[config.mk]
export PLATFORM = sky130hd
export DESIGN_NAME = register_file_mp
export DESIGN_NICKNAME = d
export VERILOG_FILES = /design/src/rtl/register_file_mp.sv
export SDC_FILE = /design/constraint.sdc
export NUM_CORES = 1
export LEC_CHECK = 0
export BUFFER_PORTS_ARGS = -buffer_cell sky130_fd_sc_hd__buf_2
export CAP_MARGIN = 15
export CORE_MARGIN = 10
export CORE_UTILIZATION = 53
export DETAILED_ROUTE_END_ITERATION = 10
export PLACE_DENSITY_LB_ADDON = 0.12
export SLEW_MARGIN = 20
export SYNTH_ARGS = -nofsm -noshare
export SYNTH_HDL_FRONTEND = slang
export SYNTH_SLANG_ARGS = --single-unit
[constraint.sdc]
create_clock -name clk -period 1.5 [get_ports clk]
set_input_delay 0 -clock clk [delete_from_list [all_inputs] [get_ports clk]]
set_output_delay 0 -clock clk [all_outputs]
set_load 0.01 [all_outputs]
[src/rtl/register_file_mp.sv]
// rtl/register_file_mp.sv - dual-write register file with bypass, optional zero R0 and clear sweep
module register_file_mp #(
  parameter int DATA_W  = 8,
  parameter int ADDR_W  = 2,
  parameter int ZERO_R0 = 0,
  parameter int BYPASS  = 1
) (
  input  logic              clk,
  input  logic              rst,
  input  logic              we_a,
  input  logic [ADDR_W-1:0] waddr_a,
  input  logic [DATA_W-1:0] wdata_a,
  input  logic              we_b,
  input  logic [ADDR_W-1:0] waddr_b,
  input  logic [DATA_W-1:0] wdata_b,
  input  logic [ADDR_W-1:0] raddr_s,
  output logic [DATA_W-1:0] rdata_s,
  input  logic [ADDR_W-1:0] raddr_d,
  output logic [DATA_W-1:0] rdata_d,
  input  logic              clr_req,
  output logic              clr_busy,
  output logic              clr_done
);

  localparam int NUM_REGS = 2 ** ADDR_W;
  localparam logic [ADDR_W-1:0] LAST_PTR = ADDR_W'(NUM_REGS - 1);

  typedef enum logic [1:0] {
    IDLE  = 2'd0,
    SWEEP = 2'd1,
    DONE  = 2'd2
  } state_t;

  state_t            state;
  state_t            state_next;
  logic [ADDR_W-1:0] ptr;
  logic [DATA_W-1:0] regs [NUM_REGS];
  logic              acc_a;
  logic              acc_b;

  // External writes are frozen for the whole sweep; on an address clash port B is dropped.
  always_comb begin
    acc_a = we_a && (state != SWEEP) && !((ZERO_R0 != 0) && (waddr_a == '0));
    acc_b = we_b && (state != SWEEP) && !((ZERO_R0 != 0) && (waddr_b == '0))
            && !(we_a && (waddr_a == waddr_b));
  end

  always_ff @(posedge clk or posedge rst) begin
    if (rst) begin
      state <= IDLE;
    end else begin
      state <= state_next;
    end
  end

  always_comb begin
    state_next = state;
    case (state)
      IDLE:    if (clr_req) state_next = SWEEP;
      SWEEP:   if (ptr == LAST_PTR) state_next = DONE;
      DONE:    state_next = IDLE;
      default: state_next = IDLE;
    endcase
  end

  always_comb begin
    clr_busy = (state == SWEEP);
    clr_done = (state == DONE);
  end

  always_ff @(posedge clk or posedge rst) begin
    if (rst) begin
      ptr <= '0;
    end else if (state == IDLE && clr_req) begin
      ptr <= '0;
    end else if (state == SWEEP) begin
      ptr <= ptr + ADDR_W'(1);
    end
  end

  always_ff @(posedge clk or posedge rst) begin
    if (rst) begin
      for (int i = 0; i < NUM_REGS; i++) begin
        regs[i] <= '0;
      end
    end else if (state == SWEEP) begin
      regs[ptr] <= '0;
    end else begin
      if (acc_a) regs[waddr_a] <= wdata_a;
      if (acc_b) regs[waddr_b] <= wdata_b;
    end
  end

  // Port A is applied last so it wins the bypass when both ports hit the read address.
  always_comb begin
    rdata_s = regs[raddr_s];
    if (BYPASS != 0) begin
      if (acc_b && (waddr_b == raddr_s)) rdata_s = wdata_b;
      if (acc_a && (waddr_a == raddr_s)) rdata_s = wdata_a;
    end
    if ((ZERO_R0 != 0) && (raddr_s == '0)) rdata_s = '0;
  end

  always_comb begin
    rdata_d = regs[raddr_d];
    if (BYPASS != 0) begin
      if (acc_b && (waddr_b == raddr_d)) rdata_d = wdata_b;
      if (acc_a && (waddr_a == raddr_d)) rdata_d = wdata_a;
    end
    if ((ZERO_R0 != 0) && (raddr_d == '0)) rdata_d = '0;
  end

endmodule

Yosys cells after proc, flatten, opt, wreduce, memory -nomap -nowiden
Index checks and enable logic that the tools add are counted.
W data, S select, Z words.
{ "totals": {"inputBits": 29, "out_inout_bits": 18, "ff_bits": 36, "elab_cells": 76} }
{ "op_classes": {"reduce_logical": 16, "magnitude_cmp": 8, "addsub": 1, "n_eq_ne": 11, "n_bitwise": 7, "n_mux": 27} }
{ "op_table": {"columns": ["op", "count"], "rows": [
  ["$mux W32", 4],
  ["$mux W8", 11],
  ["$bwmux W32", 2],
  ["$demux W8 S2", 3],
  ["$and A32 B32 Y32", 1],
  ["$bmux W8 S2", 2],
  ["$not A32 Y32", 1],
  ["$ge A3 B3 Y1 const B", 5],
  ["$not A2 Y3", 5],
  ["$logic_and A1 B1 Y1", 12],
  ["$eq A2 B2 Y1", 5],
  ["$lt A3 B1 Y1 const B", 3],
  ["$mux W2", 4],
  ["$eq A2 B2 Y1 const B", 2],
  ["$ne A2 B1 Y1 const B", 2],
  ["$pmux W2 S2", 1],
  ["$add A2 B1 Y2 const B", 1],
  ["$eq A2 B1 Y1 const B", 1],
  ["$logic_not A2 Y1", 1],
  ["$ne A2 B2 Y1 const B", 1],
  ["$reduce_and A2 Y1", 1],
  ["$reduce_bool A2 Y1", 1],
  ["$logic_not A1 Y1", 1]
]} }

Depth between registers and ports, before layout
Gate-level depths: netlist of the first run.
{ "depth": {"word_depth": 11, "ltp_mapped": 7, "depth_no_buf": 5} }

Least setup slack after synthesis of the first run
No wires, ideal clock.
{ "synth_path": {"path_type": "register to register", "from": "register state[0]", "to": "register regs[3] in the netlist's numbering", "synth_period_minus_slack_ps": 1590, "t_arrival_ps": 1495, "stages_incl_launch_ff": 6, "n_path_buf": 1, "setup_ps": 95, "path_slack_ps": -90, "required_ps": 1405, "path_cell_list": "dfrtp_1 -> nand2b_1 -> buf_2 -> nand4_1 -> mux2i_1 -> o31ai_1"} }
{ "synth_between": {"elab_chain_len": 7, "word_cells_on_any_way": 10, "cone_classes": "2 x eq/ne; 5 x mux; 3 x reduce/logical"} }
{ "synth_lines": {"columns": ["item", "line_no", "source"], "rows": [
  ["from (decl)", "34", "state_t state;"],
  ["from (signal assigned)", "52", "state <= state_next;"],
  ["$ne A2 B1 Y1", "43, 44", null],
  ["$logic_and A1 B1 Y1", "43", "acc_a = we_a && (state != SWEEP) && !((ZERO_R0 != 0) && (waddr_a == '0));"],
  ["$mux W32", "89", "if (acc_a) regs[waddr_a] <= wdata_a;"],
  ["$mux W32", "86", "end else if (state == SWEEP) begin"],
  ["$bwmux W32", "90", "if (acc_b) regs[waddr_b] <= wdata_b;"],
  ["$mux W32", "90", null],
  ["$mux W32 (*)", "86", null],
  ["to (signal, indexed assignment)", "89", null],
  ["to (signal, indexed assignment)", "90", null],
  ["to (decl)", "37", "logic [DATA_W-1:0] regs [NUM_REGS];"]
]} }
Mark *: on every way between the ends. The rest lies on a longest branch, timed or not. The select of a mux whose other input is x is not followed.
A chain may end at the register's enable or synchronous reset.

Worst setup path in the final report of the first run
{ "layout_path": {"from": "register state[1]", "to": "output rdata_s[2]"} }
{ "layout_between": {"elab_chain_len": 6, "word_cells_on_any_way": 8, "cone_classes": "1 x eq/ne; 2 x mux; 5 x reduce/logical"} }
{ "layout_lines": {"columns": ["item", "line_no", "source"], "rows": [
  ["$ne A2 B1 Y1 (*)", "43, 44", null],
  ["$logic_and A1 B1 Y1", "44", "acc_b = we_b && (state != SWEEP) && !((ZERO_R0 != 0) && (waddr_b == '0))"],
  ["$logic_and A1 B1 Y1", "45", "&& !(we_a && (waddr_a == waddr_b));"],
  ["$logic_and A1 B1 Y1", "98", "if (acc_b && (waddr_b == raddr_s)) rdata_s = wdata_b;"],
  ["$mux W8", "98", null],
  ["$mux W8 (*)", "99", "if (acc_a && (waddr_a == raddr_s)) rdata_s = wdata_a;"],
  ["to (decl)", "17", "output logic [DATA_W-1:0] rdata_s,"]
]} }
Mark *: on every way between the ends. The rest lies on a longest branch, timed or not.

==> results of run 1 <==
[metal layers]
layer | track usage | vias up | part of all wire
li1 | - | 1468 | -
met1 | 0.295 | 1680 | 0.39
met2 | 0.361 | 278 | 0.46
met3 | 0.0825 | 46 | 0.12
met4 | 0.105 | 0 | 0.029
met5 | 0 | - | 0
[flip-flops by register name, indices dropped and copies added, names as in the netlist]
name / flops
ptr: 2
regs: 32
state: 2
[final timing paths]
path                                      start                   end  slack, ps  depth (start not counted)
max                        state[1]$_DFFE_PP0P_            rdata_s[2]       -330                          8
min                                     clr_req    ptr[0]$_DFFE_PP0P_         60                          4
max reg2reg                state[1]$_DFFE_PP0P_    regs[20]$_DFF_PP0_       -270                          8
min reg2reg                  ptr[0]$_DFFE_PP0P_    ptr[0]$_DFFE_PP0P_        570                          1
max in group asynchronous                   rst     regs[9]$_DFF_PP0_        810                          4
min in group asynchronous                   rst  state[0]$_DFFE_PP0P_        340                          4
[layout by cell type, fill, tap and decap left out, types with 4 or more instances in the layout]
cell type,n
nor3b_4,8
xor2_1,6
and2_4,9
a31oi_1,32
nor3b_2,13
dfrtp_1,36
o31ai_2,12
buf_4,30
nor3b_1,11
buf_2,45
o31ai_1,18
xnor2_1,4
nand3_1,10
nor2_2,4
clkbuf_8,5
buf_12,9
mux2i_1,29
a31oi_2,4
nor2_1,14
mux4_2,16
o21ai_0,8
nand3_2,6
o21ai_1,9
buf_6,15
a31oi_4,12
[synthesized netlist by cell type (all sizes together) (6+ instances only)]
library cell  number
xor2               6
and2              13
nor2              19
o21ai             17
dfrtp             36
o31ai             32
mux4              16
nand3             16
a31oi             48
mux2i             32
clkbuf            15
nor3b             32
buf               22
[power breakdown]
group | internal (µW) | total (µW) | switching (µW)
Sequential | 1280 | 1700 | 417
Combinational | 2600 | 5470 | 2860
Clock | 493 | 906 | 413
[metrics by stage]
step | hold slack (ps) | setup TNS [ps] | setup WS (ps) | cell area, µm²
after detailed placement | 134 | -843 | -65.8 | 3730
final | 64.2 | -9680 | -333 | 4740
after global routing | 84.6 | -12270 | -369 | 4740
after CTS | 30.0 | -5610 | -204 | 4380
after floorplan | 145 | -339 | -26.6 | 3200
after global placement | 129 | -89.4 | -36.9 | 3730
[cell type report]
class / instances / area (µm²)
Tap cell: 75 / 93.8
Clock inverter: 3 / 42.5
Sequential cell: 36 / 901
Timing Repair Buffer: 105 / 932
Multi-Input combinational cell: 259 / 2680
Fill cell: 342 / 1140
Inverter: 5 / 21.3
Clock buffer: 5 / 68.8
[logic make-up after synthesis]
logic type                 Yosys count
buffers and inverters               42
xor gates and xnor gates            10
and+or+nand+nor                     95
AOI/OAI and AO/OA                  102
muxes                               48
adders and majority gates            4
DFF                                 36
[worst min-delay path: cells and delay by family]
kind	cells	cell delay [ps]
simple gates	1	70
buf+inv	1	80
compound gates	2	160
[timing repair]
action | 4_1_cts | 5_1_grt
buffers inserted | 11 | 4
hold buffers | 1 | 0
setup endpoints to repair | 42 | 48
hold endpoints to repair | 36 | 0
pin swaps | 31 | 13
gates cloned | 4 | 1
resized for setup | 75 | 56
==> flow_summary.yaml, run 1 <==
clock_network:
  cts.sinks: 36
  cts_tree: "built"
  clockRootBuffer: "clkbuf_8"
  cts.path.max_buffers: 2
  clk_latency_ps: 310
  cts_buffers: 5
  htreeDepth: 2
  path_clk_slew_ps: 90
setup_path:
  crit_path_start_kind: "register"
  cp.required_ps: 1500
  slowest_delay_ps: 380
  cp_top_family: "buffers and inverters"
  arrival_ps: 1830
  critPathCaptureType: "output port"
  cp_num_buf_inv: 4
  criticalPathCategory: "reg -> out"
  path_cells: "nand2b_4 > buf_6 > buf_6 > nand4_1 > buf_6 > nor2_1 > a31oi_1 > buf_2"
  path_common_cell: "buf_6"
  cp_max_fo: 8
  slowest_stage: "dfrtp_1"
synthesis:
  synth_compound_area_frac: 0.218
  syn_area_mm2: 0.00319
  yosysTopAreaCellShare: 0.282
  synth-xor-area-share: 0.0274
  synth_cells: 337
  synth_seq_cells: 36
  yosys.area_share.simple: 0.186
  synth_area_leaders: "dfrtp_1, mux4_2, mux2i_1"
  async_flop_share: 1.00
  yosysTopAreaCell: "dfrtp_1"
  synth_top_family_by_area: "compound AO/OA/AOI/OAI gates"
  syn_avg_cell_area_um2: 9.47
  yosysWarnings: 0
  ys.flop_type: "dfrtp_1"
  synth_cell_type_count: 35
  syn_nets: 370
  synth-adder-area-share: 0.0157
  synth_seq_area_share: 0.282
  synth_edf_count: 0
  synthMuxAreaShare: 0.213
timing:
  final_max_slew_viol_count: 0
  fin_ws_ps: -333
  period_share: 1.22
  finalHoldViolCount: 0
  fmax_ghz: 0.546
  finClkSkew_ps: 13.8
  maxSlewHeadroom: 0.673
  fin_crit_ps: 1830
  rsz0062_at_grt: "true"
  setup_viol: 47
  tightest_slew_ps: 490
route:
  drt_first_iter_violations: 427
  dr_total_vias: 3472
  wl_mm: 12.9
  ant_nets: 0
  firstDrtPassIters: 5
  drc: 0
  wl_per_cell_um: 26.5
  avgViaCountPerCell: 7.11
job:
  drv_cap: 0
cells_and_area:
  diodes: 0
  syn2layout_area_growth_pct: 48.5
  post-route-util: 0.805
  final_nets: 445
  layout-drive-gt1-share: 0.521
  fin_cells: 488
placed_design:
  portBuffers: 46
  hpwl_mm: 7.47
  routabilityCongestion: 0.851
  dp.cells: 460
power:
  max-vdd-ir-drop_mv: 1.38
  power.total_uw: 8070
  power_density_mw_per_mm2: 1700
  leakage_uw: 0.00190
global_route:
  first_global_vias: 3318
  grt_first_pass_wirelength_mm: 18.5
  globalRouteTotalUtil: 0.237
  grt-ovfl-total: 0
  antenna_found_initial: 0
  grt_max_degree: 37
floorplanning:
  die-area_mm2: 0.00953
  coreArea_mm2: 0.00589
  fp.dieW_um: 97.6
  die_h_um: 97.6
  pin_count: 47
  num_rows: 28
  initial_core_util: 0.542
min_path:
  hold_path_class: "in -> reg"
status:
  violations: "negative setup slack"
  status: "finished with violations"
No activity file was read; power rests on OpenSTA's default activity.
==> run 2, diff against run 1 <==
--- a/config.mk
+++ b/config.mk
@@ -5,11 +5,11 @@
 export SDC_FILE = /design/constraint.sdc
 export NUM_CORES = 1
 export LEC_CHECK = 0
-export BUFFER_PORTS_ARGS = -buffer_cell sky130_fd_sc_hd__buf_2
 export CAP_MARGIN = 15
 export CORE_MARGIN = 10
-export CORE_UTILIZATION = 53
+export CORE_UTILIZATION = 58
 export DETAILED_ROUTE_END_ITERATION = 10
+export DONT_BUFFER_PORTS = 1
 export PLACE_DENSITY_LB_ADDON = 0.12
 export SLEW_MARGIN = 20
 export SYNTH_ARGS = -nofsm -noshare
==> flow_summary.yaml, run 2 (same netlist as run 1, synthesis figures left out) <==
floorplanning:
  num_rows: 26
  coreArea_mm2: 0.00524
  die_h_um: 94.2
  die-area_mm2: 0.00887
  pin_count: 47
  initial_core_util: 0.609
  fp.dieW_um: 94.2
status:
  violations: "negative setup slack"
  status: "finished with violations"
cells_and_area:
  final_nets: 401
  regMostFlops: "regs"
  final_common_cell: "a31oi_1"
  largest_registers: "regs (32), ptr (2), state (2)"
  largest_register_ffs: 32
  syn2layout_area_growth_pct: 31.1
  multi_input_area_mm2: 0.00239
  stdcell_area_mm2: 0.00418
  diodes: 0
  mostFrequentLayoutCells: "a31oi_1, dfrtp_1, mux2i_1"
  seqCellArea_um2: 901
  fillers: 306
  layout-drive-gt1-share: 0.355
timing:
  fmax_ghz: 0.560
  final_max_slew_viol_count: 0
  rsz0062_at_grt: "true"
  fin_crit_ps: 1790
  finalHoldViolCount: 0
  finClkSkew_ps: 3.60
  tightest_slew_ps: 1020
  setup_viol: 42
  period_share: 1.19
  fin_ws_ps: -286
  hold_slack_ps: 19.0
  maxSlewHeadroom: 0.315
global_route:
  grt-ovfl-total: 0
  grt_max_degree: 37
  first_global_vias: 2779
  grt_first_pass_wirelength_mm: 15.4
  antenna_found_initial: 0
  globalRouteTotalUtil: 0.218
setup_path:
  cp_num_cells: 8
  path_common_cell: "buf_6"
  criticalPathCategory: "reg -> out"
  cp_top_family: "buffers and inverters"
  cp_max_fo: 8
  cp_num_buf_inv: 4
  r2r_setup_slack_ps: -190
  crit_path_start_kind: "register"
  r2r_end: "regs[5]$_DFF_PP0_"
  startpoint: "state[1]$_DFFE_PP0P_"
  crit_end: "rdata_s[2]"
  r2r_start: "state[0]$_DFFE_PP0P_"
  reg2regPathDepth: 8
  cp.required_ps: 1500
  critPathCaptureType: "output port"
  slowest_delay_ps: 380
  slowest_stage: "dfrtp_1"
  arrival_ps: 1790
  path_cells: "nand2b_4 > buf_6 > nand4_1 > buf_6 > buf_12 > nor2_1 > a31oi_1 > buf_4"
placed_design:
  portBuffers: 0
  routabilityCongestion: 0.913
  placed_area_mm2: 0.00350
  hpwl_mm: 7.13
clock_network:
  cts.sinks: 36
  clockRootBuffer: "clkbuf_8"
  clk_latency_ps: 300
  cts.path.max_buffers: 2
  cts_tree: "built"
  cts_buffers: 5
  htreeDepth: 2
  path_clk_slew_ps: 70
power:
  power_density_mw_per_mm2: 1590
  max-vdd-ir-drop_mv: 1.15
  leakage_uw: 0.00165
min_path:
  hold_depth: 3
  hold_path_class: "in -> reg"
route:
  dr_total_vias: 3185
  drc: 0
  firstDrtPassIters: 5
  wl_mm: 11.1
  drt_first_iter_violations: 473
  wl_per_cell_um: 25.2
  avgViaCountPerCell: 7.26
  ant_nets: 0
job:
  drv_cap: 0
## run 2: metal layers
metal | up-vias | share of wire | global-route usage | wire length (µm)
li1 | 1374 | - | - | -
met1 | 1571 | 0.38 | 0.281 | 4220
met2 | 212 | 0.49 | 0.345 | 5480
met3 | 28 | 0.10 | 0.0639 | 1110
met4 | 0 | 0.024 | 0.0595 | 268
met5 | - | 0 | 0 | 0
## run 2: how the worst min path moves through the flow
stage,to,start,slack (ps)
global route,regs[16]$_DFF_PP0_,wdata_b[0],30
global placement,regs[29]$_DFF_PP0_,rst,30
finish,regs[16]$_DFF_PP0_,wdata_b[0],20
CTS,regs[22]$_DFF_PP0_,wdata_b[6],20
floorplan,rdata_d[0],wdata_a[0],150
detailed placement,regs[31]$_DFF_PP0_,rst,30
## run 2: metrics by stage
| step | utilization | instances | setup slack, ps | total power (µW) | setup TNS, ps |
|---|---|---|---|---|---|
| after floorplan | - | 337 | -26.6 | 3720 | -339 |
| after global placement | 0.668 | 408 | -13.0 | 4760 | -20.5 |
| after detailed placement | 0.668 | 408 | -48.3 | 4870 | -398 |
| after CTS | 0.723 | 430 | -156 | 5850 | -2330 |
| after global routing | 0.799 | 439 | -306 | 6920 | -7210 |
| final | 0.799 | 439 | -286 | 6630 | -4780 |
## run 2: cell type report
class | count | share of cell area
tap | 70 | 0.0209
sequential | 36 | 0.215
inverter | 5 | 0.00449
clock buffer | 8 | 0.0215
timing repair buffer | 61 | 0.167
multi-input combinational | 259 | 0.571
## run 2: timing repair
| action | CTS | global route |
|---|---|---|
| hold buffers | 10 | 2 |
| buffers inserted | 3 | 4 |
| endpoints found under the setup margin | 48 | 48 |
| gates cloned | 1 | 3 |
| endpoints found under the hold margin | 70 | 1 |
| pin swaps | 9 | 32 |
| gates resized for setup | 14 | 64 |
## run 2: power by group
group	switching [µW]	total (µW)	internal, µW	leakage (µW)
logic	2240	4260	2020	0.00112
clock network	364	740	375	0.0000455
registers	353	1640	1290	0.000485
## run 2: worst register-to-register path: cells and delay by family, from the launching register on
family          cells  cell delay [ps]
buf+inv             4              540
flops               1              420
simple gates        2              260
compound gates      1              230
mux                 1              150
==> run 3, diff against run 2 <==
--- a/config.mk
+++ b/config.mk
@@ -6,7 +6,7 @@
 export NUM_CORES = 1
 export LEC_CHECK = 0
 export CAP_MARGIN = 15
-export CORE_MARGIN = 10
+export CORE_MARGIN = 3
 export CORE_UTILIZATION = 58
 export DETAILED_ROUTE_END_ITERATION = 10
 export DONT_BUFFER_PORTS = 1
==> flow_summary.yaml, run 3 (same netlist as run 1, synthesis figures left out) <==
status:
  status: "finished with violations"
  violations: "negative setup slack"
setup_path:
  slowest_stage: "dfrtp_1"
  crit_end: "rdata_s[3]"
  path_common_cell: "buf_4"
  cp_num_cells: 7
  cp_num_buf_inv: 4
  criticalPathCategory: "reg -> out"
  r2r_setup_slack_ps: -210
  r2r_start: "state[0]$_DFFE_PP0P_"
  startpoint: "state[0]$_DFFE_PP0P_"
  path_cells: "nand2b_4 > buf_12 > nand4_1 > buf_4 > clkbuf_16 > a31oi_2 > buf_4"
  reg2regPathDepth: 5
  arrival_ps: 1830
  critPathCaptureType: "output port"
  cp_max_fo: 8
  crit_path_start_kind: "register"
  cp_top_family: "buffers and inverters"
  slowest_delay_ps: 410
  cp.required_ps: 1500
  r2r_end: "regs[29]$_DFF_PP0_"
timing:
  fmax_ghz: 0.546
  hold_slack_ps: 64.2
  tightest_slew_ps: 1060
  rsz0062_at_grt: "true"
  final_max_slew_viol_count: 0
  fin_crit_ps: 1830
  maxSlewHeadroom: 0.289
  fin_ws_ps: -333
  finClkSkew_ps: 10.0
  finalHoldViolCount: 0
  setup_viol: 48
  period_share: 1.22
route:
  drc: 0
  wl_per_cell_um: 29.3
  drt_first_iter_violations: 566
  firstDrtPassIters: 5
  avgViaCountPerCell: 8.00
  wl_mm: 12.8
  ant_nets: 0
  dr_total_vias: 3489
placed_design:
  portBuffers: 0
  hpwl_mm: 6.88
  dp_slack_ps: -44.0
  routabilityCongestion: 0.865
power:
  max-vdd-ir-drop_mv: 1.54
  power_density_mw_per_mm2: 1650
  leakage_uw: 0.00166
min_path:
  hp-start: "wdata_b[0]"
  hold_path_class: "in -> reg"
global_route:
  globalRouteTotalUtil: 0.339
  antenna_found_initial: 0
  grt_max_degree: 37
  first_global_vias: 3039
  grt-ovfl-total: 0
  grt_first_pass_wirelength_mm: 16.4
cells_and_area:
  largest_registers: "regs (32), ptr (2), state (2)"
  layout-drive-gt1-share: 0.437
  multi_input_area_mm2: 0.00267
  mostFrequentLayoutCells: "dfrtp_1, buf_4, a31oi_1"
  syn2layout_area_growth_pct: 39.2
  regMostFlops: "regs"
  final_common_cell: "dfrtp_1"
  final_nets: 399
  diodes: 0
  largest_register_ffs: 32
  seqCellArea_um2: 901
  fillers: 256
clock_network:
  cts_buffers: 5
  path_clk_slew_ps: 80
  clk_latency_ps: 300
  cts.path.max_buffers: 2
  htreeDepth: 2
  cts_tree: "built"
  clockRootBuffer: "clkbuf_8"
  cts.sinks: 36
floorplanning:
  initial_core_util: 0.613
  die_h_um: 80.2
  fp.dieW_um: 80.2
  coreArea_mm2: 0.00520
  die-area_mm2: 0.00643
  num_rows: 26
  pin_count: 47
job:
  drv_cap: 0
[run 3: cell types whose count changed in the layout (fill, tap and decap cells not counted), sizes merged]
cell,before,now
clkbuf,11,8
buf,46,48
dlygate4sd3,12,10
[run 3: routing by layer]
metal | up-vias | track usage | wire [µm]
met1 | 1654 | 0.450 | 4580
met5 | - | 0 | 0
met4 | 0 | 0.0878 | 647
met3 | 88 | 0.0863 | 1710
li1 | 1372 | - | -
met2 | 375 | 0.553 | 5840
[run 3: power breakdown]
part / switching [µW] / total [µW] / internal (µW) / leakage (µW)
registers: 412 / 1700 / 1280 / 0.000485
clock network: 369 / 779 / 410 / 0.0000503
logic: 2600 / 4830 / 2230 / 0.00112
total: 3380 / 7310 / 3930 / 0.00166
[run 3: per-stage QoR]
step                      TNS [ps]  total power (µW)  instance area, µm²  instances   util
final                        -7760              7310                4440        436  0.853
after global routing         -9950              7550                4440        436  0.853
after CTS                    -5100              6240                4000        434  0.768
after detailed placement     -95.2              4780                3480        405  0.668
after global placement           0              4680                3480        405  0.668
after floorplan               -339              3720                3200        337      -
[run 3: area by class of cell]
type	instances	area share
multi-input combinational	259	0.600
sequential	36	0.203
timing repair buffer	59	0.151
clock buffer	7	0.0217
tap	70	0.0197
inverter	5	0.00423
[run 3: worst reg2reg max path: stages (launching register included)]
cell and delay, ps:
dfrtp_1 410, nand2b_4 120, buf_4 130, o311ai_4 130, nor3_2 590, o31ai_1 190
[run 3: how the worst min path moves through the flow]
| stage | to | slack [ps] | cells past startpoint |
|---|---|---|---|
| after floorplan | rdata_d[0] | 150 | 2 |
| after global placement | regs[31]$_DFF_PP0_ | 30 | 2 |
| after detailed placement | regs[31]$_DFF_PP0_ | 30 | 2 |
| after CTS | regs[25]$_DFF_PP0_ | 30 | 3 |
| after global routing | regs[12]$_DFF_PP0_ | 70 | 3 |
| final | regs[16]$_DFF_PP0_ | 60 | 3 |
[run 3: repair_timing]
| action | CTS | global route |
|---|---|---|
| endpoints found under the setup margin | 28 | 51 |
| gates cloned | 4 | 0 |
| resized for setup | 43 | 83 |
| hold buffers | 10 | 0 |
| pin swaps | 16 | 14 |
| buffers inserted | 8 | 3 |
| endpoints found under the hold margin | 69 | 0 |
